==> config.mk <==
export PLATFORM = sky130hd
export DESIGN_NAME = mod_delay_line
export DESIGN_NICKNAME = d
export VERILOG_FILES = /design/src/rtl/mod_delay_line.sv
export SDC_FILE = /design/constraint.sdc
export NUM_CORES = 2
export LEC_CHECK = 0
export CORE_MARGIN = 2
export CORE_UTILIZATION = 28
export CTS_CLUSTER_DIAMETER = 50
export DETAILED_ROUTE_END_ITERATION = 12
export SKIP_LAST_GASP = 1
export SYNTH_ARGS = -nofsm -noshare
export SYNTH_HDL_FRONTEND = slang
export SYNTH_SLANG_ARGS = --single-unit
==> constraint.sdc <==
create_clock -name clk -period 25.8 [get_ports clk]
set_input_delay 7.74 -clock clk [delete_from_list [all_inputs] [get_ports clk]]
set_output_delay 7.74 -clock clk [all_outputs]
set_load 0.01 [all_outputs]
==> src/rtl/mod_delay_line.sv <==
// mod_delay_line
//   Modulated-delay effect stage (bypass / vibrato / chorus). A triangle LFO
//   moves a fractional read position behind the newest sample. The two SRAM
//   words around that position are read and linearly interpolated. Chorus
//   additionally reads the newest (dry) sample and averages it with the wet tap.
//   One sample operation runs per granted slot (my_turn), ending in a done pulse.
//
// Ports
//   clk, rst          system clock, synchronous active-high reset
//   cs                block enable; 0 passes the slot straight to done
//   my_turn           slot grant (level), starts an operation when idle
//   done              1-cycle pulse, data_out valid from this cycle
//   mode              0/3 bypass, 1 vibrato, 2 chorus
//   phase_inc         LFO phase step per processed sample
//   depth, base_delay modulation depth / centre delay, unsigned fixed point
//   sram_rd           read request, held until sram_read_finish
//   sram_offset       read offset in samples back from newest
//   sram_data_in      read data, valid with sram_read_finish
//   data_out          processed sample
module mod_delay_line #(
    parameter int DATA_W  = 16,
    parameter int ADDR_W  = 13,
    parameter int FRAC_W  = 8,
    parameter int PHASE_W = 24
) (
    input  logic                     clk,
    input  logic                     rst,
    input  logic                     cs,
    input  logic                     my_turn,
    output logic                     done,
    input  logic [1:0]               mode,
    input  logic [PHASE_W-1:0]       phase_inc,
    input  logic [ADDR_W+FRAC_W-1:0] depth,
    input  logic [ADDR_W+FRAC_W-1:0] base_delay,
    output logic                     sram_rd,
    output logic [ADDR_W-1:0]        sram_offset,
    input  logic [DATA_W-1:0]        sram_data_in,
    input  logic                     sram_read_finish,
    output logic [DATA_W-1:0]        data_out
);

    localparam int DLY_W  = ADDR_W + FRAC_W;
    localparam int TRI_W  = 16;
    localparam int PROD_W = DLY_W + TRI_W;
    localparam int MIX_W  = DATA_W + FRAC_W + 2;

    // Largest integer delay: 2^ADDR_W-2, so that the second tap D+1 still fits.
    localparam logic [ADDR_W:0]   MAX_INT_C  = {1'b0, {(ADDR_W-1){1'b1}}, 1'b0};
    localparam logic [ADDR_W-1:0] ONE_OFF_C  = {{(ADDR_W-1){1'b0}}, 1'b1};
    localparam logic [1:0]        MODE_VIB_C = 2'd1;
    localparam logic [1:0]        MODE_CHO_C = 2'd2;

    typedef enum logic [2:0] {
        ST_IDLE = 3'd0,
        ST_CALC = 3'd1,
        ST_RD0  = 3'd2,
        ST_RD1  = 3'd3,
        ST_RDD  = 3'd4,
        ST_MIX  = 3'd5,
        ST_DONE = 3'd6
    } state_t;

    state_t state_r, state_s;

    logic [1:0]         mode_r;
    logic [PHASE_W-1:0] inc_r;
    logic [DLY_W-1:0]   depth_r;
    logic [DLY_W-1:0]   base_r;
    logic [PHASE_W-1:0] phase_r;
    logic [ADDR_W-1:0]  d_r;
    logic [FRAC_W-1:0]  f_r;
    logic [DATA_W-1:0]  s0_r, s1_r, dry_r;
    logic               sram_rd_r;
    logic [ADDR_W-1:0]  sram_offset_r;
    logic [DATA_W-1:0]  data_out_r;
    logic               done_r;

    logic                     bypass_s;
    logic                     rd_done_s;
    logic [ADDR_W-1:0]        rd_off_s;
    logic [PHASE_W-2:0]       fold_s;
    logic [TRI_W-1:0]         tri_s;
    logic [PROD_W-1:0]        prod_s;
    logic [DLY_W-1:0]         mod_s;
    logic [DLY_W:0]           sum_s;
    logic [ADDR_W:0]          int_s;
    logic [ADDR_W-1:0]        d_calc_s;
    logic [FRAC_W-1:0]        f_calc_s;
    logic signed [DATA_W:0]   s0_x_s, s1_x_s, dry_x_s, diff_s, step_s, wet_s, cho_sum_s;
    logic signed [MIX_W-1:0]  prod_mix_s, shift_s;
    logic [DATA_W-1:0]        mix_s;
    logic                     unused_bits_s;

    assign bypass_s  = (mode_r != MODE_VIB_C) && (mode_r != MODE_CHO_C);
    assign rd_done_s = sram_rd_r && sram_read_finish;

    assign done        = done_r;
    assign sram_rd     = sram_rd_r;
    assign sram_offset = sram_offset_r;
    assign data_out    = data_out_r;

    // State register.
    always_ff @(posedge clk) begin
        if (rst) begin
            state_r <= ST_IDLE;
        end else begin
            state_r <= state_s;
        end
    end

    // Next-state selection for the sample operation sequence.
    always_comb begin
        state_s = state_r;
        case (state_r)
            ST_IDLE: begin
                if (my_turn) begin
                    if (cs) state_s = ST_CALC;
                    else    state_s = ST_DONE;
                end else begin
                    state_s = ST_IDLE;
                end
            end
            ST_CALC: begin
                if (bypass_s) state_s = ST_RDD;
                else          state_s = ST_RD0;
            end
            ST_RD0: begin
                if (rd_done_s) state_s = ST_RD1;
                else           state_s = ST_RD0;
            end
            ST_RD1: begin
                if (rd_done_s) begin
                    if (mode_r == MODE_CHO_C) state_s = ST_RDD;
                    else                      state_s = ST_MIX;
                end else begin
                    state_s = ST_RD1;
                end
            end
            ST_RDD: begin
                if (rd_done_s) state_s = ST_MIX;
                else           state_s = ST_RDD;
            end
            ST_MIX:  state_s = ST_DONE;
            ST_DONE: state_s = ST_IDLE;
            default: state_s = ST_IDLE;
        endcase
    end

    // Offset requested by the current read state (dry tap is the newest sample).
    always_comb begin
        rd_off_s = {ADDR_W{1'b0}};
        case (state_r)
            ST_RD0:  rd_off_s = d_r;
            ST_RD1:  rd_off_s = d_r + ONE_OFF_C;
            default: rd_off_s = {ADDR_W{1'b0}};
        endcase
    end

    // Triangle LFO to fractional delay, with integer part clamped to the last usable tap pair.
    always_comb begin
        fold_s = phase_r[PHASE_W-1] ? ~phase_r[PHASE_W-2:0] : phase_r[PHASE_W-2:0];
        tri_s  = fold_s[PHASE_W-2 -: TRI_W];
        prod_s = PROD_W'(depth_r) * PROD_W'(tri_s);
        mod_s  = prod_s[PROD_W-1:TRI_W];
        sum_s  = {1'b0, base_r} + {1'b0, mod_s};
        int_s  = sum_s[DLY_W:FRAC_W];
        if (int_s > MAX_INT_C) begin
            d_calc_s = MAX_INT_C[ADDR_W-1:0];
            f_calc_s = {FRAC_W{1'b0}};
        end else begin
            d_calc_s = int_s[ADDR_W-1:0];
            f_calc_s = sum_s[FRAC_W-1:0];
        end
    end

    // Linear interpolation between the two taps and the per-mode output mix.
    // One extra bit of headroom covers s1-s0; the interpolated value itself
    // always lies between s0 and s1, so its top bit is only a sign copy.
    always_comb begin
        s0_x_s     = {s0_r[DATA_W-1], s0_r};
        s1_x_s     = {s1_r[DATA_W-1], s1_r};
        dry_x_s    = {dry_r[DATA_W-1], dry_r};
        diff_s     = s1_x_s - s0_x_s;
        prod_mix_s = MIX_W'(diff_s) * MIX_W'($signed({1'b0, f_r}));
        shift_s    = prod_mix_s >>> FRAC_W;
        step_s     = shift_s[DATA_W:0];
        wet_s      = s0_x_s + step_s;
        cho_sum_s  = dry_x_s + wet_s;
        case (mode_r)
            MODE_VIB_C: mix_s = wet_s[DATA_W-1:0];
            MODE_CHO_C: mix_s = cho_sum_s[DATA_W:1];
            default:    mix_s = dry_r;
        endcase
    end

    assign unused_bits_s = ^{fold_s, prod_s[TRI_W-1:0], shift_s, wet_s[DATA_W], cho_sum_s[0]};

    // Operation parameters, LFO phase, read handshake, captured taps and result.
    always_ff @(posedge clk) begin
        if (rst) begin
            mode_r        <= 2'd0;
            inc_r         <= {PHASE_W{1'b0}};
            depth_r       <= {DLY_W{1'b0}};
            base_r        <= {DLY_W{1'b0}};
            phase_r       <= {PHASE_W{1'b0}};
            d_r           <= {ADDR_W{1'b0}};
            f_r           <= {FRAC_W{1'b0}};
            s0_r          <= {DATA_W{1'b0}};
            s1_r          <= {DATA_W{1'b0}};
            dry_r         <= {DATA_W{1'b0}};
            sram_rd_r     <= 1'b0;
            sram_offset_r <= {ADDR_W{1'b0}};
            data_out_r    <= {DATA_W{1'b0}};
            done_r        <= 1'b0;
        end else begin
            done_r <= (state_s == ST_DONE);
            case (state_r)
                ST_IDLE: begin
                    if (my_turn && cs) begin
                        mode_r  <= mode;
                        inc_r   <= phase_inc;
                        depth_r <= depth;
                        base_r  <= base_delay;
                    end
                end
                ST_CALC: begin
                    d_r     <= d_calc_s;
                    f_r     <= f_calc_s;
                    phase_r <= phase_r + inc_r;
                end
                ST_RD0, ST_RD1, ST_RDD: begin
                    // Each read state enters with sram_rd low, which gives the
                    // mandatory idle cycle between consecutive requests.
                    if (!sram_rd_r) begin
                        sram_rd_r     <= 1'b1;
                        sram_offset_r <= rd_off_s;
                    end else if (sram_read_finish) begin
                        sram_rd_r <= 1'b0;
                        case (state_r)
                            ST_RD0:  s0_r  <= sram_data_in;
                            ST_RD1:  s1_r  <= sram_data_in;
                            default: dry_r <= sram_data_in;
                        endcase
                    end
                end
                ST_MIX:  data_out_r <= mix_s;
                default: ;
            endcase
        end
    end

endmodule

==> results.ini <==
[routing]
first_iter_violations = 1182
dr_total_vias = 22000
via_per_inst = 4.76
drc_errors = 0
wire_per_inst_um = 15.6
dr.pass1.iters = 5
ant_nets = 0
drt_wl_total_um = 72000

[global_routing]
grt_usage = 0.151
grt_pass1_wl_um = 120000
grt_pass1_vias = 22800
overflow = 0
grt_max_degree = 70
antenna_found_initial = 9

[clocking]
clockBufferDepth = 2
cts_sinks = 195
cts_root_buf = clkbuf_16
ctsHtreeMaxLevel = 4
cts.reportedPaths.clkPinSlew_ps = 90
insertion_delay_ps = 510
cts_tree = yes
cts_setup_buffers = 0
cts_hold_repair.buffers = 0
post_cts_resized = 0
numCtsBuffers = 17

[synth]
synthSimpleGateAreaFrac = 0.207
synth-xor-area-share = 0.0430
synthMuxAreaShare = 0.00148
synth_fp_nets = 4033
synth_compound_area_frac = 0.122
synth.most_common_cell = nand2_1
synth_area_leader_cell = fa_1
synth-seq-cells = 195
synth_edf_count = 0
synth_area_leaders = fa_1 28%, dfxtp_1 14%, ha_1 11%
synth_top_family_by_area = adder cells
ys_warn_count = 0
yosysTopAreaCellShare = 0.276
synthDistinctLibCells = 77
ys_seq_area_frac = 0.144
syn_area_per_cell_um2 = 8.13
synth_area_um2 = 27000
synth_adder_area_share = 0.391
ys_top_cells_by_count = 599 x nand2_1, 505 x inv_1, 373 x fa_1
synth_top_flop_cell = dfxtp_1
netlist_instances = 3324
async_flop_share = 0

[sta]
tightest_slew_ps = 1120
setup_ws_ps = 15700
period_needed_ps = 10100
setup_viol = 0
max_slew_margin = 0.251
final_hold_viol_count = 0
tns_ps = 0
rsz0062_at_grt = no
fmaxAchievable_mhz = 99.0
maxSlewViolCount = 0
finalClockSkew_ps = 20.9
period_share = 0.391

[floorplan]
die_height_um = 315
core_area_um2 = 95300
fp.dieArea_um2 = 99000
rows = 113
start_util = 0.284
dieWidth_um = 315
io_pins = 120

[place]
portBuffers = 119
hpwl_um = 55800
place_ws_ps = 15790
gp_congestion = 0.844

[pwr]
power-per-cell-area_nw_per_um2 = 32.2
irDropWorstVdd_mv = 0.0514
leakage_nw = 13.5

[setup_path]
cpMostUsedCell = fa_1
critPathKind = register to register
crit_family = adder cells
crit_required_ps = 26190
critical-path-max-stage-delay_ps = 900
cp.buffers_inverters = 5
cp_slowest_cell = xor2_2
start_kind = register
crit_arrival_ps = 10490
cp_max_fo = 22
end_kind = register

[final_layout]
drive_above_1_share = 0.0266
syn_to_final_growth_pct = 11.3
seqCellArea_um2 = 3900
layout.nets = 4045
fillers = 10200
multi_input_area_um2 = 20700

[run_status]
status = finished clean

[run]
cap_violations = 0

[min_path]
hp-class = register to register

kinds of logic after synthesis:
logic type	Yosys count
AOI/OAI and AO/OA	508
adders and majority gates	620
buffers and inverters	662
and+or+nand+nor	1204
xor gates and xnor gates	131
muxes	4
DFF	195
state kept, by name, summed over array words and instances, names as in the netlist, 3 cells and up:
name,count
state_r,3
data_out,16
d_r,13
inc_r,24
depth_r,21
sram_offset,13
dry_r,16
base_r,21
phase_r,24
s0_r,16
s1_r,16
f_r,8
cell usage in the layout (no fill, tap or decap), drive strengths merged, types with 78 or more instances in the layout:
cell type,instances
clkdlybuf4s50,118
a21oi,219
inv,511
ha,247
and2,203
nor2,149
fa,373
dfxtp,195
xnor2,78
nand2,599
routing by layer:
| metal | global-route usage | share of wire | routed length [µm] | up-vias |
|---|---|---|---|---|
| li1 | - | - | - | 10600 |
| met1 | 0.204 | 0.46 | 33300 | 10800 |
| met2 | 0.254 | 0.47 | 34100 | 482 |
| met3 | 0.0205 | 0.044 | 3190 | 77 |
| met4 | 0.0422 | 0.019 | 1340 | 4 |
| met5 | 0 | 0.00038 | 27 | - |
worst reg2reg max path: cells and delay by family (launching register included):
kind	cells	cell delay, ps
adders and majority gates	8	3470
DFF	1	320
AOI/OAI and AO/OA	8	2380
and+or+nand+nor	10	2300
xor gates and xnor gates	1	920
buffers and inverters	5	570
through the flow:
| step | utilization | std cells | total power (W) | hold WS [ps] | area (µm²) |
|---|---|---|---|---|---|
| floorplan | - | 3324 | 0.000573 | 436 | 27000 |
| global placement | 0.309 | 4582 | 0.000690 | 442 | 29500 |
| detailed placement | 0.309 | 4582 | 0.000693 | 449 | 29500 |
| CTS | 0.316 | 4613 | 0.000981 | 461 | 30100 |
| global route | 0.316 | 4613 | 0.00104 | 473 | 30100 |
| finish | 0.316 | 4618 | 0.000969 | 456 | 30100 |
worst paths after layout:
kind / startpoint / end / slack [ps] / cells after the start
setup / recovery: phase_r[23] / f_r[7] / 15700 / 32
hold / removal: phase_r[3] / phase_r[3] / 460 / 2
setup reg to reg: phase_r[23] / f_r[7] / 15700 / 32
hold reg to reg: phase_r[3] / phase_r[3] / 460 / 2
power by group:
part	internal (W)	switching [W]	leakage [nW]
sequential	0.000314	0.0000278	1.58
combinational	0.000126	0.000219	11.7
clock	0.000131	0.000152	0.292
total	0.000570	0.000399	13.5
cell type report:
class                   count  area share
flip-flops and latches    195       0.130
clock buffers              17      0.0141
well taps                1265      0.0526
repair buffers            148      0.0469
inverters                 507      0.0633
multi-input cells        2467       0.687
clock inverters            14     0.00591
diodes                      5    0.000416
No activity file was read; power rests on OpenSTA's default activity.
